**src/rtl/load_store_unit.sv**
```systemverilog
// Load/store unit: turns byte, halfword and word requests into word-only
// memory accesses. Sub-word stores use a read-modify-write sequence.
// It also checks for size, alignment and range faults when a request is accepted.
module load_store_unit #(
    parameter int unsigned MEM_WORDS = 32
) (
    input  logic        clk,
    input  logic        rst_n,
    input  logic        req_valid,
    output logic        req_ready,
    input  logic        req_write,
    input  logic [1:0]  req_size,
    input  logic        req_unsigned,
    input  logic [31:0] req_addr,
    input  logic [31:0] req_wdata,
    output logic        resp_valid,
    output logic [31:0] resp_rdata,
    output logic        resp_fault,
    output logic        mem_write,
    output logic [31:0] mem_addr,
    output logic [31:0] mem_wdata,
    input  logic [31:0] mem_rdata
);

    typedef enum logic [2:0] {
        S_IDLE  = 3'd0,
        S_READ  = 3'd1,
        S_WRITE = 3'd2,
        S_FAULT = 3'd3,
        S_RESP  = 3'd4
    } state_t;

    state_t      state_q;
    logic        write_q;
    logic        unsigned_q;
    logic [1:0]  size_q;
    logic [1:0]  lane_q;
    logic        resp_valid_q;
    logic        resp_fault_q;
    logic [31:0] resp_rdata_q;
    logic [31:0] mem_addr_q;
    logic [31:0] mem_wdata_q;

    logic        size_fault_s;
    logic        range_fault_s;
    logic        fault_s;

    // Pick the addressed lane of a memory word and sign- or zero-extend it.
    function automatic logic [31:0] load_extract(input logic [31:0] word,
                                                 input logic [1:0]  size,
                                                 input logic [1:0]  lane,
                                                 input logic        uns);
        logic [7:0]  b;
        logic [15:0] h;
        logic [31:0] r;
        case (lane)
            2'd0:    b = word[7:0];
            2'd1:    b = word[15:8];
            2'd2:    b = word[23:16];
            2'd3:    b = word[31:24];
            default: b = 8'd0;
        endcase
        h = lane[1] ? word[31:16] : word[15:0];
        case (size)
            2'b00:   r = uns ? {24'd0, b} : {{24{b[7]}}, b};
            2'b01:   r = uns ? {16'd0, h} : {{16{h[15]}}, h};
            default: r = word;
        endcase
        return r;
    endfunction

    // Replace the addressed lane of a memory word with the low store bits.
    function automatic logic [31:0] store_merge(input logic [31:0] word,
                                                input logic [31:0] wdata,
                                                input logic [1:0]  size,
                                                input logic [1:0]  lane);
        logic [31:0] r;
        r = word;
        case (size)
            2'b00: begin
                case (lane)
                    2'd0:    r[7:0]   = wdata[7:0];
                    2'd1:    r[15:8]  = wdata[7:0];
                    2'd2:    r[23:16] = wdata[7:0];
                    2'd3:    r[31:24] = wdata[7:0];
                    default: r = word;
                endcase
            end
            2'b01: begin
                if (lane[1]) begin
                    r[31:16] = wdata[15:0];
                end else begin
                    r[15:0] = wdata[15:0];
                end
            end
            default: r = wdata;
        endcase
        return r;
    endfunction

    // Reserved size or misalignment of the incoming request.
    always_comb begin
        size_fault_s = 1'b0;
        case (req_size)
            2'b00:   size_fault_s = 1'b0;
            2'b01:   size_fault_s = req_addr[0];
            2'b10:   size_fault_s = (req_addr[1:0] != 2'b00);
            default: size_fault_s = 1'b1;
        endcase
    end

    assign range_fault_s = ({2'b00, req_addr[31:2]} >= 32'(MEM_WORDS));
    assign fault_s       = size_fault_s | range_fault_s;

    // Request FSM: capture at acceptance, read/merge/write, one-cycle response.
    always_ff @(posedge clk or negedge rst_n) begin
        if (!rst_n) begin
            state_q      <= S_IDLE;
            write_q      <= 1'b0;
            unsigned_q   <= 1'b0;
            size_q       <= 2'b00;
            lane_q       <= 2'b00;
            resp_valid_q <= 1'b0;
            resp_fault_q <= 1'b0;
            resp_rdata_q <= 32'd0;
            mem_addr_q   <= 32'd0;
            mem_wdata_q  <= 32'd0;
        end else begin
            case (state_q)
                S_IDLE: begin
                    if (req_valid) begin
                        write_q    <= req_write;
                        unsigned_q <= req_unsigned;
                        size_q     <= req_size;
                        lane_q     <= req_addr[1:0];
                        if (fault_s) begin
                            state_q <= S_FAULT;
                        end else if (req_write && (req_size == 2'b10)) begin
                            state_q     <= S_WRITE;
                            mem_addr_q  <= {req_addr[31:2], 2'b00};
                            mem_wdata_q <= req_wdata;
                        end else begin
                            state_q     <= S_READ;
                            mem_addr_q  <= {req_addr[31:2], 2'b00};
                            // Sub-word stores keep their data here until the merge.
                            mem_wdata_q <= req_write ? req_wdata : mem_wdata_q;
                        end
                    end else begin
                        state_q <= S_IDLE;
                    end
                end
                S_READ: begin
                    if (write_q) begin
                        mem_wdata_q <= store_merge(mem_rdata, mem_wdata_q, size_q, lane_q);
                        state_q     <= S_WRITE;
                    end else begin
                        resp_rdata_q <= load_extract(mem_rdata, size_q, lane_q, unsigned_q);
                        resp_valid_q <= 1'b1;
                        state_q      <= S_RESP;
                    end
                end
                S_WRITE: begin
                    resp_valid_q <= 1'b1;
                    state_q      <= S_RESP;
                end
                S_FAULT: begin
                    resp_valid_q <= 1'b1;
                    resp_fault_q <= 1'b1;
                    state_q      <= S_RESP;
                end
                S_RESP: begin
                    resp_valid_q <= 1'b0;
                    resp_fault_q <= 1'b0;
                    resp_rdata_q <= 32'd0;
                    state_q      <= S_IDLE;
                end
                default: begin
                    resp_valid_q <= 1'b0;
                    resp_fault_q <= 1'b0;
                    resp_rdata_q <= 32'd0;
                    state_q      <= S_IDLE;
                end
            endcase
        end
    end

    // The write strobe is decoded from state so an async reset kills it immediately.
    assign mem_write  = (state_q == S_WRITE);
    assign req_ready  = rst_n & (state_q == S_IDLE);
    assign mem_addr   = mem_addr_q;
    assign mem_wdata  = mem_wdata_q;
    assign resp_valid = resp_valid_q;
    assign resp_fault = resp_fault_q;
    assign resp_rdata = resp_rdata_q;

endmodule

```
**config.mk**
```make
export PLATFORM = sky130hd
export DESIGN_NAME = load_store_unit
export DESIGN_NICKNAME = d
export VERILOG_FILES = /design/src/rtl/load_store_unit.sv
export SDC_FILE = /design/constraint.sdc
export NUM_CORES = 1
export LEC_CHECK = 0
export CAP_MARGIN = 20
export CORE_MARGIN = 8
export CORE_UTILIZATION = 48
export CTS_CLUSTER_DIAMETER = 200
export DETAILED_ROUTE_END_ITERATION = 16
export PLACE_DENSITY = 0.86
export SETUP_SLACK_MARGIN = 0.2
export SYNTH_ARGS = -nofsm -noshare
export SYNTH_HDL_FRONTEND = slang
export SYNTH_SLANG_ARGS = --single-unit
export TNS_END_PERCENT = 50
```
**constraint.sdc**
```tcl
create_clock -name clk -period 3.2 [get_ports clk]
set_input_delay 0.64 -clock clk [delete_from_list [all_inputs] [get_ports clk]]
set_output_delay 0.64 -clock clk [all_outputs]
set_load 0.05 [all_outputs]
```
# Yosys cells after proc, flatten, opt, wreduce, memory -nomap -nowiden

Index checks and enable logic that the tools add are counted.

Add/subtract/negate cells: 0
$mul: 0
Divide/modulo/power cells: 0
$lt $le $gt $ge: 1
Eq/ne operators: 17
Shift operators: 0
Muxes and demuxes: 29
Bitwise gates (word level): 5
Reduce and logical (&&, ||, !) cells: 17

Operators with widths:

| cell                  | count |
|---|---|
| $mux W32              | 8 |
| $pmux W32 S2          | 4 |
| $mux W16              | 3 |
| $mux W8               | 4 |
| $pmux W8 S4           | 1 |
| $ge A30 B6 Y1 const B | 1 |
| $ne A3 B3 Y1 const B  | 4 |
| $pmux W3 S3           | 1 |
| $ne A2 B2 Y1 const B  | 4 |
| $reduce_and A8 Y1     | 1 |
| $reduce_and A7 Y1     | 1 |
| $eq A2 B1 Y1 const B  | 3 |
| $eq A2 B2 Y1 const B  | 3 |
| $eq A3 B2 Y1 const B  | 2 |
| $logic_not A2 Y1      | 3 |
| $mux W3               | 2 |
| $pmux W1 S3           | 2 |
| $reduce_and A2 Y1     | 3 |
| $reduce_and A6 Y1     | 1 |
| $reduce_or A3 Y1      | 2 |
| $mux W2               | 2 |
| $reduce_bool A2 Y1    | 2 |
| $eq A3 B1 Y1 const B  | 1 |
| $logic_not A3 Y1      | 1 |
| 8 further kinds       | 10 |

Flip-flop bits (word level): 105
Bits in latches: 0
Memory bits (writable): 0
Memory bits (read-only): 0
Bits of input ports: 103
Output and inout port bits: 100
Memories kept: 0

# Logic depth before layout (Yosys ltp)

Gate-level depths: netlist (run 1).

Depth after elaboration: 6
Gate-level depth with buffers: 7

# Worst setup path after synthesis (run 1)

No wires, ideal clock.

Kind: flip-flop to output port
From: reg state_q[2]
To: out req_ready
Arrival time: 1605 ps
Data required time: 2560 ps
Slack: 955 ps
Cell stages (with the launch flop): 4
Path buffers: 1
Cells stage by stage: dfrtp_1 > or3_1 > clkbuf_1 > nor2_1

Longest elaborated chain between the ends: 2

Ends and longest elaborated chain:

| element                | line | text |
|---|---|---|
| from (decl)            | 33   | `state_t state_q;` |
| from (signal assigned) | 118  | `state_q <= S_IDLE;` |
| from (signal assigned) | 137  | `state_q <= S_FAULT;` |
| from (signal assigned) | 139  | `state_q <= S_WRITE;` |
| $logic_not A3 Y1       | 189  | `assign req_ready = rst_n & (state_q == S_IDLE);` |
| $and A1 B1 Y1          | 189  |  |
| to (decl)              | 10   | `output logic req_ready,` |

No other way between the ends.

# Worst setup path after layout (run 1)

From: reg state_q[1]
To: out mem_write

Longest elaborated chain between the ends: 1

Ends and longest elaborated chain:

| element      | line | text |
|---|---|---|
| $eq A3 B2 Y1 | 188  | `assign mem_write = (state_q == S_WRITE);` |
| to (decl)    | 19   | `output logic mem_write,` |

No other way between the ends.

==> metrics.txt, run 1 <==
Worst Hold Class=in -> async; most common cell in the netlist=dfrtp_1; via count=between 4000 and 5000; RSZ-0062 raised after global routing=false; Area Overhead vs Synth=42.98%; Vias/cell=5.636; Residual DRC=0; GRT Total Usage=0.2374; Reg2Reg Capture Point=mem_wdata[23]$_DFFE_PN0P_; Max Cap Viol=0; fin area=7680 sq um; ANT nets after route=0; Max H-tree Level=3; Post-CTS Resized=0; outcome=complete, no violations; Logic pwr share=0.597; Clock Skew=0.01070 ns; largest area contributor in the netlist=dfrtp_1; fillcell total=841; flip-flop and latch area=2628 sq um; CP max FO=7; Cell Area, Placed=7481 sq um; top post-synthesis cells by area=dfrtp_1 49%, mux2_2 8.8%, a21oi_1 3.4%, nor2b_1 3.4%, a22o_1 3.3%; Pleak=3.343 nW; synth warn=0; Fmax achieved=376.8 MHz; Final Wtd Congestion=0.8970; fin nets=798; First DRT Iteration DRCs=517; Core Util, Final=0.7054; crit path to=mem_write; Synth async-reset ratio=1.000; Synth top cells by count=105 x dfrtp_1, 42 x mux2_2, 39 x nor2_1; clock tree sinks=105; vias in the first global route=around 5000; Post-CTS Setup Inserts=0; Synth Area per Inst=10.62 sq um; clk_lat worst skew=0.37 ns; PD cells=976.9 nW/um^2; worst slew pin tran=between 0.9 and 1 ns; Final TNS setup=0 ns; Worst setup EP type=primary output; Post-CTS Hold Buffers=0; Max IR drop VDD=771.0 uV; Worst R2R Start=size_q[1]$_DFFE_PN0P_; critical path launch point=state_q[1]$_DFF_PN0_; Core Region=10890 sq um; placed cell count=about 820; io pins=203; final WL=17560 um; total power after layout=7.502 mW; clock root buffer=clkbuf_8; GRT Residual Overflow=0; Cell variety after synth=48; Worst-path clk slew=about 0.10 ns; TritonCTS Buffers=9; sequential share of power=0.291; # rows=38; endpoints failing hold=0; sequential element share of the synthesized area=0.4892; NetSw=3.671 mW; Min Clock Period, post-route=2.654 ns; initial antenna violation count=1; Non-Filler Instances=841; largest net degree at the start of global routing=75; multi-input logic area=2534 sq um; Pint=3.832 mW; CTS tree=done; Clock Tree Buf Depth=2; Synth Instances=between 500 and 600; Die Y=121.8 um; Synth top area share=0.4892; clock network fraction of total power=0.111; DRT Pass-1 Iters=5; first-pass GRT wire length=27740 um; fin crit share=0.8293; Post-synth EDFFs=0; kind of critical path=reg -> out; Die Width=121.8 um; share of cells above drive strength 1=0.1314; final setup fails=0; post-DP HPWL=13670 um; Wirelength per Cell=20.88 um; die area=~15000 sq um; CP startpoint kind=register; starting density of the core=0.4933; Sw Ratio=0.4893; synthesized area=5371 sq um; r2r setup slk=0.89 ns; port bufs=200; Synth Register Bits=105; worst rel slew slack=0.3791; max-slew violation count=0; Top FF cell, synth=dfrtp_1; Crit path arrival time=between 2 and 2.5 ns; Worst EP required=2.56 ns; worst reg-to-reg path cell count=5
## worst min path at each step
stage | depth (start not counted) | start | slack, ns | to
6_report | 1 | rst_n | 0.19 | mem_addr[27]$_DFFE_PN0P_
3_3_place_gp | 1 | resp_rdata[10]$_DFFE_PN0P_ | 0.46 | resp_rdata[10]$_DFFE_PN0P_
3_5_place_dp | 1 | resp_rdata[13]$_DFFE_PN0P_ | 0.47 | resp_rdata[13]$_DFFE_PN0P_
5_1_grt | 1 | rst_n | 0.21 | mem_addr[27]$_DFFE_PN0P_
4_1_cts | 1 | rst_n | 0.20 | mem_addr[27]$_DFFE_PN0P_
2_1_floorplan | 0 | rst_n | 0.34 | lane_q[0]$_DFFE_PN0P_
## placed cells by master (no fill, tap or decap), drive strengths merged, types with 2 or more instances in the layout
| cell | instances |
|---|---|
| clkbuf | 11 |
| buf | 14 |
| nor2b | 29 |
| clkinvlp | 2 |
| nand3b | 13 |
| nor2 | 39 |
| dfrtp | 105 |
| inv | 12 |
| and2 | 2 |
| nand2 | 32 |
| nor3 | 6 |
| nor3b | 5 |
| mux2 | 53 |
| o21a | 3 |
| a21o | 7 |
| a221oi | 8 |
| o22ai | 2 |
| clkdlybuf4s50 | 198 |
| o21bai | 2 |
| a22o | 20 |
| nor4 | 6 |
| nand2b | 19 |
| a22oi | 8 |
| o21ai | 34 |
| conb | 2 |
| clkinv | 2 |
| a21oi | 37 |
| mux2i | 16 |
## cells by family (layout without fill, tap and decap cells)
family | count (synthesis) | after routing | share of synthesized area
flip-flops | 105 | 105 | 0.4892
multiplexers | 70 | 70 | 0.1521
buffers and inverters | 47 | 240 | 0.04076
AND/OR/NAND/NOR | 156 | 156 | 0.1572
other | 1 | 3 | 0.0006981
AO/OA/AOI/OAI | 127 | 127 | 0.1600
## final cells by class
| cell class | instances | area share |
|---|---|---|
| Sequential cell | 105 | 0.3421 |
| Multi-Input combinational cell | 355 | 0.3299 |
| Timing Repair Buffer | 212 | 0.2734 |
| Tap cell | 140 | 0.02281 |
| Clock buffer | 11 | 0.01841 |
| Clock inverter | 5 | 0.007168 |
| Inverter | 12 | 0.005865 |
| Antenna cell | 1 | 0.0003258 |
## sequential cells by signal, summed over array words and instances (netlist names)
register / flops
resp_fault: 1
lane_q: 2
resp_rdata: 32
size_q: 2
state_q: 3
unsigned_q: 1
mem_addr: 30
write_q: 1
mem_wdata: 32
resp_valid: 1
## worst max-delay path, cell delays in order, from the launching register on
cell and delay (ns):
dfrtp_1 0.47, inv_1 0.12, nor3_1 0.20, clkdlybuf4s50_1 0.85
## stage by stage
stage | hold WS (ns) | setup slack [ns]
after floorplan | 0.3444 | 0.9551
after global placement | 0.4599 | 0.4730
after detailed placement | 0.4698 | 0.3826
after CTS | 0.1978 | 0.5543
after global routing | 0.2133 | 0.4807
final | 0.1939 | 0.5464
## power groups by stage
stage / Combinational (mW) / Sequential, mW / Clock [mW]
after floorplan: 1.71 / 3.47 / 0
after CTS: 4.49 / 2.18 / 0.847
after global routing: 4.73 / 2.24 / 0.918
after global placement: 4.39 / 2.17 / 0
after detailed placement: 4.48 / 2.20 / 0
final: 4.48 / 2.19 / 0.836
## layer usage
metal	vias up	wire [um]	GRT usage
li1	2167	-	-
met1	2346	6850	0.2947
met2	190	8798	0.3878
met3	37	1324	0.05738
met4	0	590	0.1018
met5	-	0	0
Power figures use the tool's default switching activity.
==> run 2, diff against run 1 <==
CORE_UTILIZATION = 40   (was 48)
PLACE_DENSITY = 0.77   (was 0.86)
clock period = 2.1 ns   (was 3.2 ns; I/O delays follow)
==> metrics.txt, run 2 (synthesized netlist as in run 1, its figures left out) <==
endpoints failing hold=0 (unchanged); multi-input logic area=2714 sq um (+7.1%); DRT Pass-1 Iters=5 (unchanged); outcome=complete, no violations; flip-flop and latch area=2631 sq um (+0.14%); GRT Total Usage=0.2120 (-0.02549); via count=4865 (+2.6%); RSZ-0062 raised after global routing=true; port bufs=200 (unchanged); Worst R2R Start=state_q[0]$_DFF_PN0_; worst slew pin tran=0.5825 ns (-0.3489 ns); Worst setup EP type=primary output; # rows=42 (+11%); fin area=8488 sq um (+11%); First DRT Iteration DRCs=359 (-31%); Cell Area, Placed=7860 sq um (+5.1%); Max Cap Viol=0 (unchanged); ANT nets after route=0 (unchanged); die area=17390 sq um (+17%); NetSw=5.843 mW (+59%); clock root buffer=clkbuf_16; worst reg-to-reg path cell count=6 (+1); PD cells=1451 nW/um^2 (+49%); kind of critical path=reg -> out; final WL=19070 um (+8.6%); fin nets=840 (+5.3%); Min Clock Period, post-route=1.962 ns; Area Overhead vs Synth=58.02%; largest net degree at the start of global routing=106 (+41%); Clock Tree Buf Depth=2 (unchanged); CTS tree=done; Pleak=4.459 nW (+33%); worst rel slew slack=0.6091 (+0.2300); final setup fails=0 (unchanged); Post-CTS Hold Buffers=0 (unchanged); Max IR drop VDD=826.5 uV (+7.2%); Die Width=131.9 um (+8.3%); Vias/cell=5.294 (-6.1%); post-DP HPWL=14440 um (+5.6%); Sw Ratio=0.4743 (-0.01500); initial antenna violation count=1 (unchanged); Final Wtd Congestion=0.8674 (-3.3%); Worst Hold Class=in -> async; Residual DRC=0 (unchanged); r2r setup slk=0.15 ns (-0.74 ns); Pint=6.477 mW (+69%); sequential share of power=0.268 (-0.023); Worst-path clk slew=0.07 ns (-0.03 ns); commonest non-fill, non-tap cell in the layout=clkdlybuf4s50_1; clock network fraction of total power=0.139 (+0.028); Worst EP required=1.68 ns (-0.88 ns); Fmax achieved=~510 MHz; vias in the first global route=5058 (+0.74%); Max H-tree Level=3 (unchanged); Die Y=131.9 um (+8.3%); share of cells above drive strength 1=0.2264 (+0.09499); Crit path arrival time=1.54 ns (-0.47 ns); GRT Residual Overflow=0 (unchanged); commonest cells after routing, fill and taps aside=107 x clkdlybuf4s50_1, 102 x dfrtp_1, 50 x buf_4; TritonCTS Buffers=9 (unchanged); clock tree sinks=105 (unchanged); fin crit share=0.9343; max-slew violation count=0 (unchanged); Final TNS setup=0 ns (unchanged); Logic pwr share=0.594 (-0.003); Core Region=13190 sq um (+21%); io pins=203 (unchanged); CP startpoint kind=register; clk_lat worst skew=0.36 ns (about the same); first-pass GRT wire length=29170 um (+5.1%); starting density of the core=0.4072 (-0.08611); Wirelength per Cell=20.75 um (-0.66%); CP max FO=7 (unchanged); Reg2Reg Capture Point=mem_wdata[7]$_DFFE_PN0P_; Clock Skew=0.008908 ns (-0.001793 ns); fillcell total=1068 (+27%)
run 2: cell types whose count changed in the layout (fill, tap and decap cells not counted), moves of 7 or more:
cell / delta
buf_12: +7
buf_4: +37
clkbuf_16: +10
clkbuf_8: -10
clkdlybuf4s50_1: -91
dlygate4sd2_1: +27
dlymetal6s2s_1: +48
mux2_4: +7
run 2: worst max path at each step:
stage,end,cells after the start,from,slack [ns]
finish,req_ready,3,state_q[1]$_DFF_PN0_,0.14
global route,mem_wdata[7]$_DFFE_PN0P_,7,size_q[1]$_DFFE_PN0P_,0.07
CTS,req_ready,3,state_q[0]$_DFF_PN0_,0.11
detailed placement,mem_wdata[13]$_DFFE_PN0P_,8,req_addr[8],-0.33
global placement,mem_wdata[10]$_DFFE_PN0P_,8,req_addr[8],-0.29
floorplan,mem_addr[2]$_DFFE_PN0P_,6,req_addr[8],0.19
run 2: layout make-up:
class,count,area share
timing repair buffer,254,0.3038
tap,176,0.02594
antenna,1,0.0002948
sequential,105,0.3100
inverter,12,0.005307
multi-input combinational,355,0.3197
clock buffer,11,0.02742
clock inverter,5,0.007518
run 2: repair_timing:
action	in CTS	in global routing
buffers inserted	6	8
hold endpoints to repair	0	0
gates resized for setup	50	76
gates cloned	0	1
pin swaps	12	8
setup endpoints to repair	171	138
run 2: stage by stage:
step / power, mW / hold slack (ns) / std cells / worst slack, ns / util
2_1_floorplan: 7.918 / 0.1244 / 507 / 0.1882 / -
3_5_place_dp: 10.44 / 0.4659 / 887 / -0.3347 / 0.5959
5_1_grt: 12.91 / 0.2276 / 919 / 0.06763 / 0.6435
3_3_place_gp: 10.31 / 0.4627 / 887 / -0.2863 / 0.5959
6_report: 12.32 / 0.1700 / 919 / 0.1380 / 0.6435
4_1_cts: 12.16 / 0.1941 / 909 / 0.1089 / 0.6245
run 2: critical path: stages, from the launching register on:
cell and delay, ns:
dfrtp_1 0.45, or3_4 0.46, nor2_4 0.13, buf_12 0.14
run 2: power groups by stage:
stage | clock, mW | combinational (mW) | sequential, mW
finish | 1.71 | 7.32 | 3.30
global route | 1.81 | 7.70 | 3.39
CTS | 1.73 | 7.12 | 3.30
detailed placement | 0 | 7.13 | 3.32
global placement | 0 | 7.01 | 3.31
floorplan | 0 | 2.63 | 5.29
run 2: per-layer routing:
layer  GRT usage  vias up  routed length, um  share of wire
met2      0.3453      178               9540           0.50
li1            -     2252                  -              -
met4     0.09190        0                418          0.022
met5           0        -                  0              0
met1      0.2655     2413               8037           0.42
met3     0.04535       22               1068          0.056
